--- config.mk ---
export PLATFORM = sky130hd
export DESIGN_NAME = flexbyte_pts_sr
export DESIGN_NICKNAME = d
export VERILOG_FILES = /design/src/rtl/flexbyte_pts_sr.sv
export SDC_FILE = /design/constraint.sdc
export NUM_CORES = 1
export LEC_CHECK = 0
export CORE_MARGIN = 10
export CORE_UTILIZATION = 34
export CTS_CLUSTER_DIAMETER = 60
export DETAILED_ROUTE_END_ITERATION = 8
export HOLD_SLACK_MARGIN = 0.08
export SKIP_LAST_GASP = 1
export SLEW_MARGIN = 0
export SYNTH_ARGS = -nofsm -noshare
export SYNTH_HDL_FRONTEND = slang
export SYNTH_SLANG_ARGS = --single-unit
--- constraint.sdc ---
create_clock -name clk -period 1.2 [get_ports clk]
set_clock_uncertainty 0.1 [all_clocks]
set_input_delay 0.24 -clock clk [delete_from_list [all_inputs] [get_ports clk]]
set_output_delay 0.24 -clock clk [all_outputs]
set_load 0.01 [all_outputs]
--- src/rtl/flexbyte_pts_sr.sv ---
// Purpose : parallel-to-serial byte shifter; loads one NUM_BYTES_IN-byte word and
//           emits it as BEATS = NUM_BYTES_IN/NUM_BYTES_OUT chunks, MSB- or LSB-chunk first.
// Latency : first chunk valid the cycle after load accept; one beat per cycle with out_ready high.
// Backpr. : out_valid && !out_ready holds data_out/out_last/cnt; load_ready low while serializing
//           (except on an accepted last beat when FLEXBYTE_PTS_SR_OVERLAP_EN is defined).
//
// Optional feature macro: FLEXBYTE_PTS_SR_OVERLAP_EN
//   defined   -> a new word may load on the same edge as the last-beat transfer
//                (zero-bubble, BEATS cycles per word).
//   undefined -> load only in IDLE (BEATS+1 cycles per word).
//
// Ports:
//   clk, n_rst            clock (rising edge), asynchronous active-low reset
//   load_valid/load_ready load handshake for data_in (NUM_BYTES_IN*8 bits)
//   out_valid/out_ready   chunk handshake for data_out (NUM_BYTES_OUT*8 bits)
//   out_last              current chunk is the final chunk of the word
//   busy                  a word is being serialized
module flexbyte_pts_sr #(
  parameter int MSB           = 1,
  parameter int NUM_BYTES_IN  = 16,
  parameter int NUM_BYTES_OUT = 8
) (
  input  logic                       clk,
  input  logic                       n_rst,
  input  logic                       load_valid,
  output logic                       load_ready,
  input  logic [NUM_BYTES_IN*8-1:0]  data_in,
  output logic                       out_valid,
  input  logic                       out_ready,
  output logic [NUM_BYTES_OUT*8-1:0] data_out,
  output logic                       out_last,
  output logic                       busy
);

  localparam int W_IN  = NUM_BYTES_IN * 8;
  localparam int W_OUT = NUM_BYTES_OUT * 8;
  localparam int BEATS = NUM_BYTES_IN / NUM_BYTES_OUT;
  localparam int CW    = (BEATS > 2) ? $clog2(BEATS) : 1;

  // Reject configurations that cannot be split into whole chunks.
  if (NUM_BYTES_IN <= NUM_BYTES_OUT || (NUM_BYTES_IN % NUM_BYTES_OUT) != 0) begin : g_bad_cfg
    $fatal(1, "flexbyte_pts_sr: NUM_BYTES_IN must be a larger multiple of NUM_BYTES_OUT");
  end

  typedef enum logic {
    IDLE  = 1'b0,
    SHIFT = 1'b1
  } state_t;

  state_t          state;
  logic [W_IN-1:0] sr;
  logic [CW-1:0]   cnt;
  logic [W_IN-1:0] sr_next_beat;
  logic            is_last;

  assign is_last = (cnt == CW'(BEATS - 1));

  // Chunk selection and the shift direction both follow the emission order:
  // the chunk on data_out is always the one that the next shift discards.
  if (MSB != 0) begin : g_msb_first
    assign data_out     = sr[W_IN-1 -: W_OUT];
    assign sr_next_beat = sr << W_OUT;
  end else begin : g_lsb_first
    assign data_out     = sr[W_OUT-1:0];
    assign sr_next_beat = sr >> W_OUT;
  end

  assign out_valid = (state == SHIFT);
  assign busy      = (state == SHIFT);
  assign out_last  = out_valid && is_last;

`ifdef FLEXBYTE_PTS_SR_OVERLAP_EN
  // Accepting the last beat frees the register on the same edge, so a new
  // word can take its place without an idle cycle.
  assign load_ready = (state == IDLE) || (out_last && out_ready);
`else
  assign load_ready = (state == IDLE);
`endif

  always_ff @(posedge clk or negedge n_rst) begin
    if (!n_rst) begin
      state <= IDLE;
      sr    <= '0;
      cnt   <= '0;
    end else begin
      case (state)
        IDLE: begin
          if (load_valid) begin
            sr    <= data_in;
            cnt   <= '0;
            state <= SHIFT;
          end
        end
        SHIFT: begin
          if (out_ready) begin
            if (is_last && load_valid && load_ready) begin
              // Overlap reload: only reachable when load_ready can rise in SHIFT.
              sr  <= data_in;
              cnt <= '0;
            end else begin
              // Zero-fill guarantees data_out reads 0 once the word has drained.
              sr <= sr_next_beat;
              if (is_last) begin
                cnt   <= '0;
                state <= IDLE;
              end else begin
                cnt <= cnt + CW'(1);
              end
            end
          end
        end
        default: state <= IDLE;
      endcase
    end
  end

endmodule

==> impl.org <==
** Global routing
- Antenna violations before repair :: 0
- Entering global routing, the biggest net connects 57 pins.
- Global route overflow :: 0
- For this run, the total global-route usage over all layers was measured as 0.158.
- Wire length of the first global-routing pass :: 35900 µm
- Number of global-route vias before repair :: 6373

** Min path
- Hold Path Class :: input pin to async pin

** Cells and area
- Counting the fill cells in the layout gives 1823.
- Antenna Cells :: 0
- Post-route design area :: 0.0110 mm²
- NumNets Final :: 1001
- Compared with the post-synthesis result, the final layout area differs by 50.6%.
- After the flow finishes, the layout carries non-filler instances totaling 1157.
- Of the cells placed in the final design, the portion with a size suffix greater than 1 is 0.294.

** Logic synthesis
- Synth area leader :: sky130_fd_sc_hd__dfrtp_1
- Synth warn :: 0
- Top area cells in the synthesized netlist :: sky130_fd_sc_hd__dfrtp_1 44%, sky130_fd_sc_hd__mux2i_1 35%, sky130_fd_sc_hd__buf_4 7.5%, sky130_fd_sc_hd__o22ai_1 4.9%, sky130_fd_sc_hd__nand2_1 3.0%
- When the netlist entered floorplanning its net count stood at 762.
- The mapped netlist covers 0.00733 mm².
- Area share of the largest cell type after synthesis :: 0.444
- Synthesized netlist cell count :: 630
- Each instance of the synthesized netlist takes up on average 11.6 µm².
- Seq/Total Area, Yosys :: 0.444
- Post-synthesis sequential element count :: 130
- Netlist cell types :: 19

** Setup path
- Data on the critical path is required at its endpoint by 0.86 ns.
- Number of cells traversed by the worst register-to-register path :: 5
- Startpoint types :: flop
- Data arrives at the worst endpoint at 1.16 ns.
- On the worst path, the slowest cell contributes a delay of 0.49 ns.
- The endpoint identified for the worst register-to-register timing path is sr[21]$_DFFE_PN0P_.
- Along the worst path, the maximum fanout reaches 5.
- The worst setup path is captured at a primary output.
- The signal on the critical path passes through and2_4, buf_6.
- Internal reg-to-reg setup slack :: -0.27 ns
- The startpoint identified for the worst register-to-register timing path is busy$_DFF_PN0_.
- The slowest stage of the critical path is the sky130_fd_sc_hd__dfrtp_4 cell.
- Kind of critical path :: flop to primary output

** STA
- Hold Slack :: 0.109 ns
- Tightest Pin Transition :: 0.316 ns
- Setup violations remaining at the end of the flow were counted as 198.
- In the final timing run, aggregate negative setup slack is -32.95 ns.
- The number of max-slew violations in the final report was 0.
- Once routing completed, OpenROAD measured the worst setup slack at -0.301 ns.
- F_max :: 0.666 GHz
- Setup repair after global routing could not meet its margin everywhere.
- After layout, the minimum clock period comes to 1.50 ns.
- Endpoints failing hold :: 0
- Dividing the final minimum period by the clock period gives 1.25.
- Headroom to the max-slew limit came out at 0.789.

** Pwr
- Power spread over the standard cell area amounts to 2130 mW/mm².
- Leak Pwr :: 0.00563 µW
- The worst-case IR drop observed on VDD is 0.882 mV.
- Total power :: 23600 µW

** Clock tree
- CTS root buffer :: sky130_fd_sc_hd__clkbuf_16
- TritonCTS created 17 clock buffers.
- Source-to-sink clock delay at the later pin of the worst-skew pair :: 0.42 ns
- Number of buffers between clock root and the deepest sink :: 2
- Sink Count :: 130
- Clock-pin slew was measured on the worst setup and hold paths at 0.06 ns.
- CTS tree :: done
- CTS built an H-tree with a depth of 4.

** Routing
- The first detailed-routing pass ran for 4 iterations.
- The final layout contains routed wiring with a total length of 22400 µm.
- After detailed routing, the average wire length per cell comes to 19.4 µm.
- Dividing the detail-routed via count by the number of cells gives 4.93.
- Total via count after detailed routing :: 5700
- Post-route antenna net violation count :: 0
- Drc violations :: 0
- Initial drt markers :: 267

** Floorplanning
- For this configuration, the core starts out at a cell density of 0.347.
- From bottom edge to top edge, the die measures 167 µm.
- The total area inside the core boundary comes to 0.0212 mm².
- Pin placement for this block handled 200 I/O pins.
- Placement row count :: 53
- Die boundary width :: 167 µm
- The die covers 0.0278 mm².

** Outcome
- Result of the run :: complete, but fails checks
- Violations in the final reports :: negative setup slack

** Place
- Counting tap cells, the placed design contains a total of 1076 instances.
- The wire-length estimate of the detail-placed layout is 14600 µm.
- Buffers placed on the I/O ports in this run total 199.
- Placer Congestion :: 0.765
- Cell Area, Placed :: 0.00967 mm²

** Run
- The tool flagged a number of max-cap violations equal to 0.
[layout make-up]
class,count,area [µm²],area share
clock buffer,23,468,0.0424
clock inverter,9,154,0.0139
inverter,1,3.75,0.000340
multi-input combinational,384,3390,0.307
sequential,130,3260,0.295
tap,275,344,0.0312
timing repair buffer,335,3430,0.311
[stage by stage]
step / worst slack (ns) / util
floorplan: -0.0240 / -
global placement: -0.241 / 0.457
detailed placement: -0.255 / 0.457
CTS: -0.331 / 0.505
global route: -0.344 / 0.522
finish: -0.301 / 0.522
[how the worst max path moves through the flow]
stage / cells after the start / slack [ns] / startpoint / end
after floorplan: 4 / -0.02 / busy$_DFF_PN0_ / sr[33]$_DFFE_PN0P_
after detailed placement: 2 / -0.26 / busy$_DFF_PN0_ / load_ready
after CTS: 2 / -0.33 / busy$_DFF_PN0_ / out_last
final: 2 / -0.30 / busy$_DFF_PN0_ / out_last
after global routing: 2 / -0.34 / busy$_DFF_PN0_ / out_last
after global placement: 2 / -0.24 / busy$_DFF_PN0_ / load_ready
[cell usage after synthesis]
cell type / n
sky130_fd_sc_hd__clkbuf_1: 6
sky130_fd_sc_hd__a32o_1: 1
sky130_fd_sc_hd__dfrtp_1: 130
sky130_fd_sc_hd__inv_1: 1
sky130_fd_sc_hd__mux2i_1: 256
sky130_fd_sc_hd__buf_8: 4
sky130_fd_sc_hd__buf_6: 7
sky130_fd_sc_hd__o2bb2ai_1: 5
sky130_fd_sc_hd__nor2b_1: 1
sky130_fd_sc_hd__o22ai_1: 58
sky130_fd_sc_hd__buf_4: 73
sky130_fd_sc_hd__clkbuf_4: 3
sky130_fd_sc_hd__a22o_1: 1
sky130_fd_sc_hd__buf_2: 22
sky130_fd_sc_hd__and2_1: 1
sky130_fd_sc_hd__nand2_1: 58
sky130_fd_sc_hd__xor2_1: 1
sky130_fd_sc_hd__nor2_1: 1
sky130_fd_sc_hd__a21oi_1: 1
[critical path, delay by kind of cell (launching register included)]
kind	cells	cell delay, ns
flip-flops	1	0.49
AND/OR/NAND/NOR	1	0.15
buffers and inverters	1	0.11
[cells in the final DEF, fill, tap and decap left out, drive strengths merged, types with 3 or more instances in the layout]
cell             n
clkbuf          23
mux2i          256
buf            198
bufinv           4
o2bb2ai          5
nand2           58
o22ai           58
dfrtp          130
bufbuf           7
clkinv           3
clkdlybuf4s50  128
[power by group]
| group | internal (µW) | switching (µW) | total, µW |
|---|---|---|---|
| Sequential | 5930 | 1190 | 7120 |
| Combinational | 6420 | 4480 | 10900 |
| Clock | 3590 | 1980 | 5570 |
[logic make-up after synthesis]
kind of cell,after synthesis,synth area share
AOI/OAI and AO/OA,66,0.0587
xor gates and xnor gates,1,0.00119
buffers and inverters,116,0.115
DFF,130,0.444
muxes,256,0.349
and+or+nand+nor,61,0.0319
[sequential cells by signal (all words and copies together), names as in the netlist]
| signal | count |
|---|---|
| busy | 1 |
| cnt | 1 |
| sr | 128 |
[timing repair]
item,in CTS,in global routing
endpoints found under the setup margin,196,198
setup buffers,20,15
gates cloned,12,0
resized for setup,309,43
hold buffers,2,0
endpoints found under the hold margin,131,0
[metal layers]
metal  track usage  vias to the layer above  wire length [µm]
met3        0.0480                       22              1440
met1         0.211                     2799             10600
met2         0.242                      190             10100
li1              -                     2689                 -
met5             0                        -                 0
met4        0.0458                        0               246
Note: power is estimated with default switching activity, not from simulation.
